==> src/rtl/singcyc_periph_pkg.sv <==
// Shared register offsets, TCON bit positions and types for the single-cycle
// core's memory-mapped peripheral block.
package singcyc_periph_pkg;

  localparam logic [7:0] PERIPH_OFF_TH      = 8'h00;
  localparam logic [7:0] PERIPH_OFF_TL      = 8'h04;
  localparam logic [7:0] PERIPH_OFF_TCON    = 8'h08;
  localparam logic [7:0] PERIPH_OFF_LED     = 8'h0C;
  localparam logic [7:0] PERIPH_OFF_SW      = 8'h10;
  localparam logic [7:0] PERIPH_OFF_DIGITS  = 8'h14;
  localparam logic [7:0] PERIPH_OFF_SYSTICK = 8'h18;

  localparam int TCON_EN = 0;
  localparam int TCON_IE = 1;
  localparam int TCON_ST = 2;

  // Packed so that st/ie/en land on TCON_ST/TCON_IE/TCON_EN.
  typedef struct packed {
    logic st;
    logic ie;
    logic en;
  } tcon_t;

  // Word-aligned offset within the 256-byte window.
  function automatic logic [7:0] word_offset(input logic [31:0] addr);
    return {addr[7:2], 2'b00};
  endfunction

endpackage

==> src/rtl/singcyc_periph_if.sv <==
// Data-memory port between the core (master) and the peripheral block (slave).
// The core drives address/strobes/write data; the slave answers combinationally
// in the same cycle with read data and a window-hit flag, no handshake stalls.
interface singcyc_periph_if;
  logic [31:0] iAddr;
  logic        iMemRead;
  logic        iMemWrite;
  logic [31:0] iWrData;
  logic [31:0] oRdData;
  logic        oHit;

  modport master (
    output iAddr, iMemRead, iMemWrite, iWrData,
    input  oRdData, oHit
  );

  modport slave (
    input  iAddr, iMemRead, iMemWrite, iWrData,
    output oRdData, oHit
  );
endinterface

==> src/rtl/singcyc_timer.sv <==
// Reloading 32-bit up-counter: TH reload, TL count, TCON control/status and
// a level interrupt raised on overflow.
module singcyc_timer
  import singcyc_periph_pkg::*;
(
  input  logic        clk_i,
  input  logic        rst_i,
  input  logic        wr_th_i,
  input  logic        wr_tl_i,
  input  logic        wr_tcon_i,
  input  logic [31:0] wdata_i,
  output logic [31:0] th_o,
  output logic [31:0] tl_o,
  output tcon_t       tcon_o,
  output logic        irq_o
);

  logic [31:0] th_q, th_d;
  logic [31:0] tl_q, tl_d;
  tcon_t       tcon_q, tcon_d;
  logic        ovf;
  logic        ovf_set;

  assign ovf     = tcon_q.en && (tl_q == 32'hFFFF_FFFF);
  assign ovf_set = ovf && tcon_q.ie;

  // Core writes override the counter; reload always uses the pre-write TH.
  always_comb begin
    th_d   = th_q;
    tl_d   = tl_q;
    tcon_d = tcon_q;
    if (wr_th_i) th_d = wdata_i;
    if (wr_tl_i)          tl_d = wdata_i;
    else if (ovf)         tl_d = th_q;
    else if (tcon_q.en)   tl_d = tl_q + 32'd1;
    if (wr_tcon_i) begin
      tcon_d.en = wdata_i[TCON_EN];
      tcon_d.ie = wdata_i[TCON_IE];
      tcon_d.st = wdata_i[TCON_ST] | ovf_set;
    end else begin
      tcon_d.st = tcon_q.st | ovf_set;
    end
  end

  always_ff @(posedge clk_i or posedge rst_i) begin
    if (rst_i) begin
      th_q   <= '0;
      tl_q   <= '0;
      tcon_q <= '0;
    end else begin
      th_q   <= th_d;
      tl_q   <= tl_d;
      tcon_q <= tcon_d;
    end
  end

  assign th_o   = th_q;
  assign tl_o   = tl_q;
  assign tcon_o = tcon_q;
  assign irq_o  = tcon_q.ie & tcon_q.st;

endmodule

==> src/rtl/singcyc_periph.sv <==
// Peripheral responder for a 256-byte window: decode, LED/DIGITS/SW/SYSTICK
// registers, the timer sub-block and a zero-latency read mux.
module singcyc_periph
  import singcyc_periph_pkg::*;
#(
  parameter logic [31:0] BASE_ADDR = 32'h4000_0000,
  parameter int          LED_W     = 8,
  parameter int          SW_W      = 8
) (
  input  logic              iClk,
  input  logic              iRst,
  singcyc_periph_if.slave   bus,
  input  logic [SW_W-1:0]   iSwitch,
  output logic [LED_W-1:0]  oLed,
  output logic [11:0]       oDigits,
  output logic              oIrq
);

  logic              hit;
  logic              wr;
  logic [7:0]        off;
  logic [LED_W-1:0]  led_q, led_d;
  logic [11:0]       digits_q, digits_d;
  logic [31:0]       systick_q;
  logic [SW_W-1:0]   sw_meta_q, sw_sync_q;
  logic [31:0]       th, tl;
  tcon_t             tcon;
  logic              unused_addr_lsb;

  assign hit             = (bus.iAddr[31:8] == BASE_ADDR[31:8]);
  assign wr              = bus.iMemWrite && hit;
  assign off             = word_offset(bus.iAddr);
  assign unused_addr_lsb = ^bus.iAddr[1:0];

  singcyc_timer u_timer (
    .clk_i     (iClk),
    .rst_i     (iRst),
    .wr_th_i   (wr && (off == PERIPH_OFF_TH)),
    .wr_tl_i   (wr && (off == PERIPH_OFF_TL)),
    .wr_tcon_i (wr && (off == PERIPH_OFF_TCON)),
    .wdata_i   (bus.iWrData),
    .th_o      (th),
    .tl_o      (tl),
    .tcon_o    (tcon),
    .irq_o     (oIrq)
  );

  always_comb begin
    led_d    = led_q;
    digits_d = digits_q;
    if (wr && (off == PERIPH_OFF_LED))    led_d    = bus.iWrData[LED_W-1:0];
    if (wr && (off == PERIPH_OFF_DIGITS)) digits_d = bus.iWrData[11:0];
  end

  always_ff @(posedge iClk or posedge iRst) begin
    if (iRst) begin
      led_q     <= '0;
      digits_q  <= '0;
      systick_q <= '0;
      sw_meta_q <= '0;
      sw_sync_q <= '0;
    end else begin
      led_q     <= led_d;
      digits_q  <= digits_d;
      systick_q <= systick_q + 32'd1;
      sw_meta_q <= iSwitch;
      sw_sync_q <= sw_meta_q;
    end
  end

  // Register state before any same-cycle write, so read+write shows old data.
  always_comb begin
    bus.oRdData = 32'h0;
    if (bus.iMemRead && hit) begin
      case (off)
        PERIPH_OFF_TH:      bus.oRdData = th;
        PERIPH_OFF_TL:      bus.oRdData = tl;
        PERIPH_OFF_TCON:    bus.oRdData = {29'h0, tcon};
        PERIPH_OFF_LED:     bus.oRdData = 32'(led_q);
        PERIPH_OFF_SW:      bus.oRdData = 32'(sw_sync_q);
        PERIPH_OFF_DIGITS:  bus.oRdData = {20'h0, digits_q};
        PERIPH_OFF_SYSTICK: bus.oRdData = systick_q;
        default:            bus.oRdData = 32'h0;
      endcase
    end
  end

  assign bus.oHit = hit;
  assign oLed     = led_q;
  assign oDigits  = digits_q;

endmodule

==> src/flat_wrapper.sv <==
// flat-port wrapper written by rule: the top's interface ports become plain ports
module singcyc_periph_flat import singcyc_periph_pkg::*;
#(
  parameter logic [31:0] BASE_ADDR = 32'h4000_0000,
  parameter int          LED_W     = 8,
  parameter int          SW_W      = 8
)
  (iClk, iRst, iSwitch, oLed, oDigits, oIrq, bus_iAddr, bus_iMemRead, bus_iMemWrite, bus_iWrData, bus_oRdData, bus_oHit);
  singcyc_periph_if bus_i ();
  input  logic iClk;
  input  logic iRst;
  input  logic [SW_W-1:0] iSwitch;
  output logic [LED_W-1:0] oLed;
  output logic [11:0] oDigits;
  output logic oIrq;
  input wire logic [$bits(bus_i.iAddr)-1:0] bus_iAddr;
  input wire logic [$bits(bus_i.iMemRead)-1:0] bus_iMemRead;
  input wire logic [$bits(bus_i.iMemWrite)-1:0] bus_iMemWrite;
  input wire logic [$bits(bus_i.iWrData)-1:0] bus_iWrData;
  output wire logic [$bits(bus_i.oRdData)-1:0] bus_oRdData;
  output wire logic [$bits(bus_i.oHit)-1:0] bus_oHit;
  assign bus_i.iAddr = bus_iAddr;
  assign bus_i.iMemRead = bus_iMemRead;
  assign bus_i.iMemWrite = bus_iMemWrite;
  assign bus_i.iWrData = bus_iWrData;
  assign bus_oRdData = bus_i.oRdData;
  assign bus_oHit = bus_i.oHit;
  singcyc_periph #(.BASE_ADDR(BASE_ADDR), .LED_W(LED_W), .SW_W(SW_W)) u_core (.iClk(iClk), .iRst(iRst), .bus(bus_i), .iSwitch(iSwitch), .oLed(oLed), .oDigits(oDigits), .oIrq(oIrq));
endmodule
==> config.mk <==
export PLATFORM = sky130hd
export DESIGN_NAME = singcyc_periph_flat
export DESIGN_NICKNAME = d
export VERILOG_FILES = /design/src/rtl/singcyc_periph_pkg.sv /design/src/rtl/singcyc_periph_if.sv /design/src/rtl/singcyc_timer.sv /design/src/rtl/singcyc_periph.sv /design/src/flat_wrapper.sv
export SDC_FILE = /design/constraint.sdc
export NUM_CORES = 1
export LEC_CHECK = 0
export CELL_PAD_IN_SITES_DETAIL_PLACEMENT = 1
export CELL_PAD_IN_SITES_GLOBAL_PLACEMENT = 1
export CORE_AREA = 2 2 135 137
export DETAILED_ROUTE_END_ITERATION = 16
export DIE_AREA = 0 0 137 139
export GPL_TIMING_DRIVEN = 0
export PLACE_DENSITY = 0.8
export SYNTH_ARGS = -nofsm -noshare
export SYNTH_HDL_FRONTEND = slang
export SYNTH_SLANG_ARGS = --single-unit
==> constraint.sdc <==
create_clock -name iClk -period 4.7 [get_ports iClk]
set_clock_uncertainty 0.15 [all_clocks]
set_input_delay 0.47 -clock iClk [delete_from_list [all_inputs] [get_ports iClk]]
set_output_delay 0.47 -clock iClk [all_outputs]
set_load 0.02 [all_outputs]
======== Yosys cells after proc, flatten, opt, wreduce, memory -nomap -nowiden ========
Index checks and enable logic that the tools add are counted.
storage, ports and cells
  register bits ........................... 135
  input port bits ......................... 76
  output and inout bits ................... 54
  word-level logic and storage cells ...... 40
cells by class
  add/subtract/negate cells ............... 2
  equality and inequality tests ........... 8
  multiplexer cells ....................... 6
  bitwise operators ....................... 3
  reductions and logical operators ........ 11
operator list
  cell                   count
  $pmux 32 s7            1
  $mux 32                4
  $add 32x1->32 const B  2
  $eq 32x32->1 const B   1
  $eq 24x23->1 const B   1
  $eq 6x3->1 const B     3
  $eq 6x2->1 const B     2
  $logic_and 1x1->1      9
  $logic_not 8->1        1
  $eq 6x1->1 const B     1
  $reduce_bool 3->1      1
  $or 1x1->1             2
  $and 1x1->1            1
  $mux 1                 1

======== Depth between registers and ports, before layout ========
  depth in word-level cells ............... 5
  depth in mapped cells ................... 8
  depth with buffers taken out ............ 7

======== Modules after synthesis ========
A second synthesis with hierarchy kept.
unflattened totals
  cells, all modules ...................... 721
  area total of the unflattened synthesis .. 7439.6 um^2
modules (own cells, without submodules)
  module          times used  cells an instance  area an instance (um^2)  sequential area each (um^2)
  singcyc_timer   1           392                3789.9                   1676.6
  singcyc_periph  1           329                3649.8                   1701.6

======== Least setup slack after synthesis ========
Ideal clock, no wire load.
  path type ............................... input port to output port
  start ................................... input bus_iAddr[27]
  end ..................................... output bus_oRdData[5]
  data arrival time ....................... 2357 ps
  required time ........................... 4080 ps
  setup slack ............................. 1723 ps
  stages on the path ...................... 6
  path buffers ............................ 1
  cells stage by stage .................... nor4b_1 nand4_1 nor2_1 nand4_1 clkbuf_1 a31oi_1
on the way
  longest elaborated chain between the ends .. 3
RTL lines
  item                line                  source
  from (decl)         flat_wrapper.sv:16    input wire logic [$bits(bus_i.iAddr)-1:0] bus_iAddr;
  $eq 24x23->1        singcyc_periph.sv:30  assign hit = (bus.iAddr[31:8] == BASE_ADDR[31:8]);
  named net bus_oHit  flat_wrapper.sv:21    output wire logic [$bits(bus_i.oHit)-1:0] bus_oHit;
  $logic_and 1x1->1   singcyc_periph.sv:74  if (bus.iMemRead && hit) begin
  $mux 32             singcyc_periph.sv:74
  to (decl)           flat_wrapper.sv:20    output wire logic [$bits(bus_i.oRdData)-1:0] bus_oRdData;
The timed path passes the listed nets, and every way through them passes these cells.

======== Final worst setup path ========
  start ................................... input bus_iAddr[4]
  end ..................................... output bus_oRdData[31]
on the way
  longest elaborated chain between the ends .. 3
  elaborated cells between the ends (all ways) .. 9
  those cells by class .................... 6 x eq/ne; 2 x mux; 1 x reduce/logical
RTL lines
  item                                line                  source
  $eq 6x3->1 (tied with other cells)  singcyc_periph.sv:75  case (off)
  $pmux 32 s7 *                       singcyc_periph.sv:75
  $mux 32 *                           singcyc_periph.sv:74
Mark *: on every way between the ends. The rest lies on a longest branch, timed or not.

==> reports/qor.yml <==
status: "complete, no violations"
grt_pass1_vias: 7168
drt_pass1_iterations: 6
ctsHoldBuffers: 0
fmax_mhz: 225
worstPathCellList: "clkdlybuf4s50_1, or4_1, buf_2, nor3_2, clkbuf_1, a222oi_1, nor2_1, clkdlybuf4s50_1"
fin_crit_sh_pct: 94.4
syn_inst: 692
post_cts_buffers: 0
grt-ovfl-total: 0
viasPerCell: 6.10
path_depth: 8
synth_flop_cell: "dfrtp_1"
wl_per_cell_um: 23.5
final-seq-area_mm2: 0.00338
crit_path_top_delay_cell: "clkbuf_1"
floorplan.rows: 49
power_density_mw_per_mm2: 286
globalplace.congestion: 0.919
final_nets: 915
crit_path_end_kind: "primary output"
coreArea_mm2: 0.0177
crit_arrival_ps: 3820
synth_enable_flop_cells: 0
drt_iter0_markers: 514
synth_top_area_cell: "dfrtp_1"
finish.utilization_pct: 52.1
drive_gt1_share_pct: 13.5
drt-total-wl_mm: 25.4
portBuffers: 125
initial_utilization_pct: 39.9
clk_path_buf_depth: 2
finalCriticalPeriod_ps: 4440
setup_viol: 0
postRouteAntennaNets: 0
cts_num_sinks: 135
start_kind: "input port"
reg2reg_slack_ps: 1550
maxSlewViolCount: 0
num_antenna_cells: 0
rsz0062_at_grt: "no"
hold_class: "reg2reg"
htreeDepth: 4
grt_max_degree: 77
grt_use_total_pct: 27.6
path_buf_inv: 4
ys_seq_area_share_pct: 48.0
insertion_delay_ps: 440
r2r-end: "u_core.u_timer.tl_o[27]"
worstMarginPinSlew_ps: 1380
crit_family: "buffers and inverters"
numCtsBuffers: 17
antenna_found_initial: 0
slew_headroom_pct: 7.54
final_cells: 1079
ir_drop_mv: 0.251
dp_slack_ps: 296
place_hpwl_mm: 18.3
cts_root_buf: "clkbuf_16"
cpPeakStageDelay_ps: 680
multi_input_area_mm2: 0.00345
hp-start: "u_core.sw_meta_q[0]"
nFillCells: 1943
synthArstFlopShare_pct: 100
dieWidth_um: 137
clk_pin_slew_ps: 70
final.setup.tns_ps: 0
worstHoldEndpoint: "u_core.sw_sync_q[0]"
yosys_warnings: 0
path_class: "in2out"
worstHoldPathCells: 0
hold_viol: 0
ys_top_cells_by_count: "dfrtp_1 (135), nand2_1 (65), mux2_2 (57), nor2_1 (51), a21oi_1 (37)"
cts_tree: "built"
worst_slack_ps: 263
die_area_mm2: 0.0190
ys_types: 51
num_vias: 6578
maxCapViolations: 0
grt_pass1_wl_mm: 40.0
crit_path_frequent_cell: "clkdlybuf4s50_1"
synth_area_mm2: 0.00704
yosysTopAreaCellShare_pct: 48.0
drc: 0
crit_fanout: 10
syn2layout_area_growth_pct: 30.7
reg2regPathDepth: 8
avgSynthCellArea_um2: 10.2
synth_seq_cells: 135
dp.cells: 1047
required_ps: 4080
cellLeakagePower_nw: 3.77
io_pins: 130
synthTopCellsByArea: "dfrtp_1 (48%), mux2_2 (9.1%), xnor2_1 (4.1%)"
synth_fp_nets: 770
synth_most_common_cell: "dfrtp_1"
die_h_um: 139
reg2reg_from: "u_core.u_timer.tl_o[0]"
cts_resized: 0
-- flip-flops by register name (all words and copies together), names as in the netlist --
| register | flops |
|---|---|
| u_core.systick_q | 32 |
| u_core.sw_sync_q | 8 |
| u_core.sw_meta_q | 8 |
| u_core.u_timer.tcon_o | 3 |
| u_core.oLed | 8 |
| u_core.u_timer.th_o | 32 |
| u_core.u_timer.tl_o | 32 |
| u_core.oDigits | 12 |
-- metal layers --
layer	global-route usage [%]	up-vias	part of all wire, %
met5	0	-	0
met4	10.5	0	3.0
met3	6.03	61	6.0
met2	47.3	279	52
met1	33.6	3370	39
li1	-	2868	-
-- cell usage in the layout, fill, tap and decap left out, types with 4 or more instances in the layout --
master,count
dfrtp_1,135
clkdlybuf4s50_1,125
nand2_1,65
mux2_2,57
nor2_1,50
a21oi_1,37
xnor2_1,33
nand3_1,31
a22oi_1,29
clkbuf_1,24
nand4_1,21
a222oi_1,20
o21ai_0,20
and3_1,19
clkbuf_16,17
xor2_1,14
nor3_1,12
buf_2,11
mux2i_1,10
nor4_1,10
a31oi_1,9
nor3b_1,8
o211ai_1,7
o31ai_1,7
or3_1,7
and4_1,6
inv_1,6
clkinvlp_4,4
inv_8,4
-- power by group --
group	internal [mW]	switching (mW)	leakage [nW]
Sequential	1.17	0.00291	1.75
Combinational	0.0604	0.0556	1.74
Clock	0.750	0.595	0.277
Total	1.98	0.654	3.77
-- layout make-up --
class | count | share of cell area, %
multi-input cells | 509 | 37.5
flip-flops and latches | 135 | 36.7
repair buffers | 126 | 13.9
clock buffers | 17 | 4.62
well taps | 229 | 3.11
plain buffers | 41 | 2.11
clock inverters | 15 | 1.79
inverters | 7 | 0.340
-- stage by stage --
step / instance area (um^2) / power, mW / hold WS [ps]
6_report: 9210 / 2.63 / 204
5_1_grt: 9210 / 2.70 / 207
4_1_cts: 9210 / 2.64 / 207
3_5_place_dp: 8610 / 1.31 / 186
3_3_place_gp: 8580 / 1.30 / 184
2_1_floorplan: 7040 / 1.22 / 181
-- worst max-delay path by stage --
stage | from | to
after floorplan | iRst | u_core.oDigits[0]
after global placement | iRst | u_core.systick_q[30]
after detailed placement | bus_iAddr[27] | bus_oRdData[5]
after CTS | bus_iAddr[27] | bus_oRdData[31]
after global routing | bus_iAddr[5] | bus_oRdData[31]
final | bus_iAddr[4] | bus_oRdData[31]
-- kinds of logic after synthesis --
family                   share of synthesized area (%)
adder cells (fa/ha/maj)                          0.355
XOR/XNOR                                          5.84
buffers and inverters                             3.13
AO/OA/AOI/OAI                                     13.9
flip-flops                                        48.0
multiplexers                                      10.5
AND/OR/NAND/NOR                                   18.3
No activity file was read; power rests on OpenSTA's default activity.
